$ cat src/rtl/hbridge_dir_sequencer_pkg.sv
// Shared state encoding and state-class helpers for the H-bridge direction sequencer.
package hbridge_dir_sequencer_pkg;

  typedef enum logic [1:0] {
    StIdle     = 2'd0,
    StRun      = 2'd1,
    StRampDown = 2'd2,
    StCoast    = 2'd3
  } state_e;

  function automatic logic is_driving(input state_e st);
    return (st == StRun) || (st == StRampDown);
  endfunction

  function automatic logic is_busy(input state_e st);
    return (st == StRampDown) || (st == StCoast);
  endfunction

endpackage

$ cat src/rtl/hbridge_dir_sequencer_carrier.sv
// Free-running PWM carrier: period counter, duty comparator and end-of-period strobe.
module hbridge_dir_sequencer_carrier #(
  parameter int unsigned PWM_PERIOD = 100000,
  parameter int unsigned DUTY_W     = 17
) (
  input  logic              clk,
  input  logic              rst,
  input  logic [DUTY_W-1:0] duty,
  input  logic              en,
  output logic              pwm,
  output logic              boundary
);

  localparam logic [DUTY_W-1:0] LastCnt = DUTY_W'(PWM_PERIOD - 1);

  logic [DUTY_W-1:0] cnt_q, cnt_d;
  logic              pwm_q, pwm_d;

  always_comb begin
    cnt_d    = (cnt_q == LastCnt) ? '0 : cnt_q + DUTY_W'(1);
    pwm_d    = en && (cnt_q < duty);
    boundary = (cnt_q == LastCnt);
  end

  always_ff @(posedge clk) begin
    if (rst) begin
      cnt_q <= '0;
      pwm_q <= 1'b0;
    end else begin
      cnt_q <= cnt_d;
      pwm_q <= pwm_d;
    end
  end

  assign pwm = pwm_q;

endmodule

$ cat src/rtl/hbridge_dir_sequencer.sv
// Direction-reversal sequencer: ramp down, coast, flip dir, ramp up; drives the PWM carrier.
module hbridge_dir_sequencer
  import hbridge_dir_sequencer_pkg::*;
#(
  parameter int unsigned PWM_PERIOD = 100000,
  parameter int unsigned DUTY_W     = 17,
  parameter int unsigned RAMP_STEP  = 1000,
  parameter int unsigned COAST_CYC  = 50000
) (
  input  logic              clk,
  input  logic              rst,
  input  logic              enable,
  input  logic [DUTY_W-1:0] duty_cmd,
  input  logic              dir_cmd,
  output logic              pwm_out,
  output logic              dir,
  output logic [DUTY_W-1:0] duty_cur,
  output logic              busy,
  output logic [1:0]        state
);

  localparam int unsigned DW1    = DUTY_W + 1;
  localparam int unsigned TimerW = (COAST_CYC > 1) ? $clog2(COAST_CYC) : 1;

  localparam logic [DW1-1:0]    Period    = DW1'(PWM_PERIOD);
  localparam logic [DW1-1:0]    Step      = DW1'(RAMP_STEP);
  localparam logic [TimerW-1:0] CoastLoad = TimerW'(COAST_CYC - 1);

  state_e            state_q, state_d;
  logic [DUTY_W-1:0] duty_q, duty_d;
  logic              dir_q, dir_d;
  logic              busy_q, busy_d;
  logic [TimerW-1:0] timer_q, timer_d;

  logic              boundary;
  logic              carrier_en;
  logic [DW1-1:0]    cmd_ext, target, cur, up_sum, run_val, down_val;

  // Slew arithmetic is one bit wider so cur + Step cannot wrap.
  always_comb begin
    cmd_ext  = {1'b0, duty_cmd};
    target   = (cmd_ext > Period) ? Period : cmd_ext;
    cur      = {1'b0, duty_q};
    up_sum   = cur + Step;
    run_val  = cur;
    if (cur < target) begin
      run_val = (up_sum > target) ? target : up_sum;
    end else if (cur > target) begin
      run_val = ((cur - target) > Step) ? (cur - Step) : target;
    end
    down_val = (cur > Step) ? (cur - Step) : '0;
  end

  always_comb begin
    state_d = state_q;
    duty_d  = duty_q;
    dir_d   = dir_q;
    timer_d = timer_q;
    if (!enable) begin
      state_d = StIdle;
      duty_d  = '0;
    end else begin
      unique case (state_q)
        StIdle: begin
          state_d = StCoast;
          timer_d = CoastLoad;
          duty_d  = '0;
        end
        StCoast: begin
          duty_d = '0;
          if (timer_q == '0) begin
            dir_d   = dir_cmd;
            state_d = StRun;
          end else begin
            timer_d = timer_q - TimerW'(1);
          end
        end
        StRun: begin
          if (boundary) duty_d = run_val[DUTY_W-1:0];
          if (dir_cmd != dir_q) state_d = StRampDown;
        end
        StRampDown: begin
          if (boundary) duty_d = down_val[DUTY_W-1:0];
          if (dir_cmd == dir_q) begin
            state_d = StRun;
          end else if (boundary && (down_val == '0)) begin
            state_d = StCoast;
            timer_d = CoastLoad;
          end
        end
        default: state_d = StIdle;
      endcase
    end
    busy_d = is_busy(state_d);
  end

  always_ff @(posedge clk) begin
    if (rst) begin
      state_q <= StIdle;
      duty_q  <= '0;
      dir_q   <= 1'b0;
      busy_q  <= 1'b0;
      timer_q <= '0;
    end else begin
      state_q <= state_d;
      duty_q  <= duty_d;
      dir_q   <= dir_d;
      busy_q  <= busy_d;
      timer_q <= timer_d;
    end
  end

  // Gating on enable makes the drop to IDLE kill pwm on the very next edge.
  assign carrier_en = enable && is_driving(state_q);

  hbridge_dir_sequencer_carrier #(
    .PWM_PERIOD (PWM_PERIOD),
    .DUTY_W     (DUTY_W)
  ) u_carrier (
    .clk      (clk),
    .rst      (rst),
    .duty     (duty_q),
    .en       (carrier_en),
    .pwm      (pwm_out),
    .boundary (boundary)
  );

  assign dir      = dir_q;
  assign duty_cur = duty_q;
  assign busy     = busy_q;
  assign state    = state_q;

endmodule
$ cat config.mk
export PLATFORM = sky130hd
export DESIGN_NAME = hbridge_dir_sequencer
export DESIGN_NICKNAME = d
export VERILOG_FILES = /design/src/rtl/hbridge_dir_sequencer_pkg.sv /design/src/rtl/hbridge_dir_sequencer_carrier.sv /design/src/rtl/hbridge_dir_sequencer.sv
export SDC_FILE = /design/constraint.sdc
export NUM_CORES = 1
export LEC_CHECK = 0
export ABC_AREA = 1
export CAP_MARGIN = 10
export CORE_MARGIN = 2
export CORE_UTILIZATION = 58
export DETAILED_ROUTE_END_ITERATION = 7
export PLACE_DENSITY_LB_ADDON = 0.3
export SLEW_MARGIN = 10
export SYNTH_ARGS = -nofsm -noshare
export SYNTH_HDL_FRONTEND = slang
export SYNTH_SLANG_ARGS = --single-unit
$ cat constraint.sdc
create_clock -name clk -period 5.1 [get_ports clk]
set_input_delay 0.51 -clock clk [delete_from_list [all_inputs] [get_ports clk]]
set_output_delay 0.51 -clock clk [all_outputs]
set_load 0.01 [all_outputs]
# Word level (Yosys, flattened, before mapping)
# Cells that the tools add are included.
totals:
  out_inout_bits: 22
  input_bits: 21
  regBits: 55
  wordCells: 68
op_classes:
  bitwise: 1
  addsub: 5
  n_eq_ne: 14
  magnitude_cmp: 7
  n_reduce_logical: 15
  n_mux: 19
op_table:
  columns: ["cell", "count"]
  rows:
  - ["$mux 17", 7]
  - ["$pmux 17 s3", 1]
  - ["$mux 16", 3]
  - ["$pmux 16 s3", 1]
  - ["$lt 17x17->1", 2]
  - ["$add 17x10->18 const B", 1]
  - ["$gt 18x10->1 const B", 1]
  - ["$gt 18x17->1", 1]
  - ["$logic_not 18->1", 1]
  - ["$mux 18", 1]
  - ["$sub 17x10->18 const B", 1]
  - ["$sub 17x17->18", 1]
  - ["$add 17x1->17 const B", 1]
  - ["$eq 17x17->1 const B", 1]
  - ["$gt 17x10->1 const B", 1]
  - ["$gt 17x17->1", 1]
  - ["$gt 17x17->1 const B", 1]
  - ["$logic_not 16->1", 1]
  - ["$sub 16x1->16 const B", 1]
  - ["$mux 2", 5]
  - ["$ne 2x2->1 const B", 5]
  - ["$eq 2x2->1 const B", 4]
  - ["$pmux 2 s4", 1]
  - ["$reduce_and 3->1", 2]
  - ["other kinds (11)", 16]

# Depth between registers and ports, before layout
depth:
  word_depth: 10
  depth_mapped: 31
  ltp_nobuf: 30

# Modules after synthesis
# A second synthesis with hierarchy kept.
unflattened:
  hier_cells: 1119
  hier_area_um2: 6472.5
by_module_without_submodules:
  columns: ["mod", "n_inst", "seq_area_each_um2", "cells_each", "area_per_inst_um2"]
  rows:
  - ["hbridge_dir_sequencer", 1, 740.7, 914, 5108.6]
  - ["hbridge_dir_sequencer_carrier", 1, 360.3, 205, 1363.8]

# Worst setup path after synthesis
# Ideal clock, no wire load.
synth_path:
  path_type: "input -> register"
  from: "input port duty_cmd[11]"
  to: "register duty_q[11], in the netlist duty_cur[11]"
  stages: 29
  path_slack_ps: 1485
  required_time_ps: 5030
  t_arrival_ps: 3545
  setup_ps: 70
  path_buffers: 2
  cell_sequence: "nor2_1 nand3_1 nor3_1 o21ai_0 nand2_1 nand2_1 inv_1 clkbuf_1 nor2_1 ha_1 fa_1 inv_1 nand3_1 nand2_1 nand2_1 nand2_1 nand2_2 nand2_2 nand2_1 nand2_1 nand3_1 nor2_1 buf_2 nand3_1 nand3_1 nand3_1 nand2_1 nand2_1 a21oi_1"
synth_via:
  elab_chain_cells: 9
  word_cells_on_any_way: 15
  classes_between: "1 x add/sub; 5 x order compare; 1 x eq/ne; 7 x mux; 1 x reduce/logical"
synth_rtl:
  columns: ["item", "line", "source"]
  rows:
  - ["start: declaration", "hbridge_dir_sequencer.sv:13", "input logic [DUTY_W-1:0] duty_cmd,"]
  - ["$gt 17x17->1", "hbridge_dir_sequencer.sv:42", "target = (cmd_ext > Period) ? Period : cmd_ext;"]
  - ["$mux 17 *", "hbridge_dir_sequencer.sv:42", null]
  - ["$sub 17x17->18", "hbridge_dir_sequencer.sv:49", "run_val = ((cur - target) > Step) ? (cur - Step) : target;"]
  - ["$gt 18x10->1", "hbridge_dir_sequencer.sv:49", null]
  - ["$mux 17", "hbridge_dir_sequencer.sv:49", null]
  - ["$mux 17", "hbridge_dir_sequencer.sv:48", "end else if (cur > target) begin"]
  - ["$mux 17", "hbridge_dir_sequencer.sv:46", "if (cur < target) begin"]
  - ["$mux 17", "hbridge_dir_sequencer.sv:79", "if (boundary) duty_d = run_val[DUTY_W-1:0];"]
  - ["$pmux 17 s3", "hbridge_dir_sequencer.sv:63", "unique case (state_q)"]
  - ["end signal: assignment", "hbridge_dir_sequencer.sv:106", "duty_q <= duty_d;"]
  - ["end: declaration", "hbridge_dir_sequencer.sv:30", "logic [DUTY_W-1:0] duty_q, duty_d;"]
# Mark *: on every way between the ends. The rest lies on a longest branch, timed or not. The select of a mux whose other input is x is not followed.
# A chain may end at the register's enable or synchronous reset.

# Worst setup path in the final report
layout_path:
  from: "input port duty_cmd[16]"
  to: "register duty_q[2], in the netlist duty_cur[2]"
# The elaborated chain is that of the path after synthesis.

==> flow_metrics.py <==
metrics = {
    "cts": {
        "numClockSinks": 55,
        "cts.clk_slew.worst_paths_ns": 0.10,
        "cts_buffers": 5,
        "hold_buffers": 0,
        "post-cts-setup-buffers": 0,
        "cts_buffer_depth": 2,
        "cts_tree": "built",
        "clk_latency_ns": 0.33,
        "cts-root-buf": "clkbuf_8",
        "h-tree-depth": 2,
    },
    "synth": {
        "syn_area_um2": 6210,
        "synth_compound_area_frac": 0.107,
        "syn_area_per_cell_um2": 5.85,
        "synth-adder-area-share": 0.114,
        "ys_warn_count": 0,
        "synth-simple-area-share": 0.439,
        "synth_ff_type": "dfxtp_1",
        "synth.area.mux_share": 0,
        "synth_edf_count": 0,
        "postSynthCellCount": 1062,
        "ys_ff_latch": 55,
        "ys_async_sr_fraction": 0,
        "synth_nets": 1139,
        "synth_cell_type_count": 50,
        "synth_top_family_by_area": "simple AND/OR/NAND/NOR gates",
        "ys_seq_area_frac": 0.177,
        "synth_xor_area_frac": 0.0421,
    },
    "drt": {
        "drtIter0Drc": 592,
        "route.detailed.drc": 0,
        "wl_per_cell_um": 14.7,
        "vias": 6944,
        "drt-total-wl_um": 18000,
        "vias_per_cell": 5.65,
        "ant_nets": 0,
        "dr.pass1.iters": 6,
    },
    "setup_path": {
        "r2r-start": "duty_cur[4]",
        "crit_required_ns": 5.35,
        "worstSetupPathType": "in2reg",
        "startpoint_type": "primary input",
        "worstSetupStartpoint": "duty_cmd[16]",
        "cp_max_fo": 13,
        "arrival_ns": 4.90,
        "crit_path_end_kind": "flip-flop",
    },
    "power_and_ir_drop": {
        "power.density_nw_per_um2": 146,
        "vdd_drop_max_mv": 0.199,
        "p_leak_nw": 3.30,
    },
    "outcome": {
        "status": "finished clean",
    },
    "global_routing": {
        "grt-ovfl-total": 0,
        "antenna_found_initial": 0,
        "grt_max_degree": 21,
        "grtUsageTotal": 0.321,
        "first_global_vias": 6329,
        "grt_pass1_wl_um": 29900,
    },
    "hold_path": {
        "min-delay-path-class": "reg2reg",
        "min_from": "u_carrier.cnt_q[0]",
    },
    "sta": {
        "fin_skew_ns": 0.0189,
        "setup_viol": 0,
        "max_freq_mhz": 215,
        "worst_pin_slew_ns": 0.835,
        "fin_tns_setup_ns": 0,
        "hold_viol": 0,
        "period_minus_slack_ns": 4.65,
        "fin_crit_sh": 0.913,
        "drv_slew": 0,
        "rsz0062_at_grt": "no",
        "slew_headroom": 0.441,
    },
    "flow_run": {
        "max-cap-violations": 0,
    },
    "die": {
        "num_rows": 37,
        "ios": 43,
        "fp.dieH_um": 107,
        "coreArea_um2": 10400,
        "start_util": 0.599,
        "die_x_um": 107,
        "dieArea_um2": 11600,
    },
    "layout": {
        "drive_gt1_frac": 0.0549,
        "final_cells": 1228,
        "syn2layout_area_growth_pct": 9.79,
        "fillCellCount": 1017,
        "antenna_cells": 0,
        "final_net_count": 1168,
        "mostFrequentLayoutCells": "nand2_1 (317), inv_1 (148), nand3_1 (121)",
        "layout_commonest_cell": "nand2_1",
    },
    "placement": {
        "io_buffers": 42,
        "dpl.cell_count": 1220,
        "hpwl_um": 14600,
        "place_congestion": 1.03,
    },
}
[layout make-up]
type / instances / area, um^2 / area share
clock inverter: 3 / 27.5 / 0.00404
sequential: 55 / 1100 / 0.161
multi-input combinational: 820 / 4360 / 0.639
timing repair buffer: 53 / 503 / 0.0738
inverter: 156 / 592 / 0.0868
tap: 136 / 170 / 0.0250
clock buffer: 5 / 68.8 / 0.0101
[layer usage]
metal  share of wire  up-vias  global-route usage
met5               0        -                   0
met4           0.034        0               0.126
met3           0.091       55              0.0617
met2            0.44      320               0.521
met1            0.43     3081               0.418
li1                -     3488                   -
[final timing paths]
check,depth (start not counted),slack (ns),endpoint
max,27,0.45,duty_cur[2]
min,1,0.48,u_carrier.cnt_q[0]
max reg2reg,20,1.24,duty_cur[2]
min reg2reg,1,0.48,u_carrier.cnt_q[0]
[power by group]
group,leakage (nW),internal [mW],switching (mW),total [mW]
clock,0.0463,0.101,0.157,0.258
sequential,0.447,0.441,0.0135,0.455
combinational,2.80,0.103,0.182,0.285
[worst max-delay path: stages]
cell and delay (ns):
clkdlybuf4s50_1 0.68, nand2_1 0.12, nor3_1 0.19, o21ai_0 0.10, nand2_1 0.11, nand2_1 0.16
clkinvlp_4 0.21, nor2_1 0.11, ha_1 0.23, fa_1 0.40, inv_1 0.17, nand3_1 0.11
nand2_1 0.17, nand2_1 0.09, nand2_1 0.10, nand2_2 0.07, nand3_1 0.07, nand3_1 0.09
nor2_1 0.10, nand2_1 0.24, nor2_2 0.22, inv_2 0.08, nand2_1 0.10, nand2_1 0.07
o21ai_0 0.17, nand2_1 0.07, a21oi_1 0.12
[kinds of logic after synthesis]
group                      count (synthesis)
and+or+nand+nor                          615
buffers and inverters                    187
AOI/OAI and AO/OA                        120
adders and majority gates                 56
DFF                                       55
xor gates and xnor gates                  29
[registers in the layout, indices dropped and copies added (netlist names)]
| signal | cells |
|---|---|
| timer_q | 16 |
| u_carrier.pwm | 1 |
| u_carrier.cnt_q | 17 |
| dir | 1 |
| busy | 1 |
| duty_cur | 17 |
| state | 2 |
[synthesized netlist by cell type, types with 13 or more instances]
| master | instances | area [um^2] |
|---|---|---|
| nand3_1 | 121 | 606 |
| clkbuf_1 | 13 | 48.8 |
| inv_1 | 149 | 559 |
| xor2_1 | 21 | 184 |
| dfxtp_1 | 55 | 1100 |
| nor2_1 | 89 | 334 |
| nand2_1 | 317 | 1190 |
| o21ai_0 | 29 | 145 |
| ha_1 | 55 | 688 |
| nand4_1 | 15 | 93.8 |
| a21oi_1 | 67 | 335 |
| nor3_1 | 23 | 115 |
[metrics by stage]
step	hold WS (ns)	setup WS, ns	area (um^2)	total power, mW	util
floorplan	0.427	1.49	6210	0.665	-
global placement	0.441	0.252	6720	0.738	0.648
detailed placement	0.470	0.172	6720	0.742	0.648
CTS	0.494	0.489	6820	0.999	0.657
global route	0.501	0.108	6820	1.05	0.658
finish	0.480	0.445	6820	0.998	0.658
[what timing repair did]
item,CTS,global route
setup endpoints to repair,0,1
gates resized for setup,0,1
endpoints found under the hold margin,0,0
No activity file was read; power rests on OpenSTA's default activity.
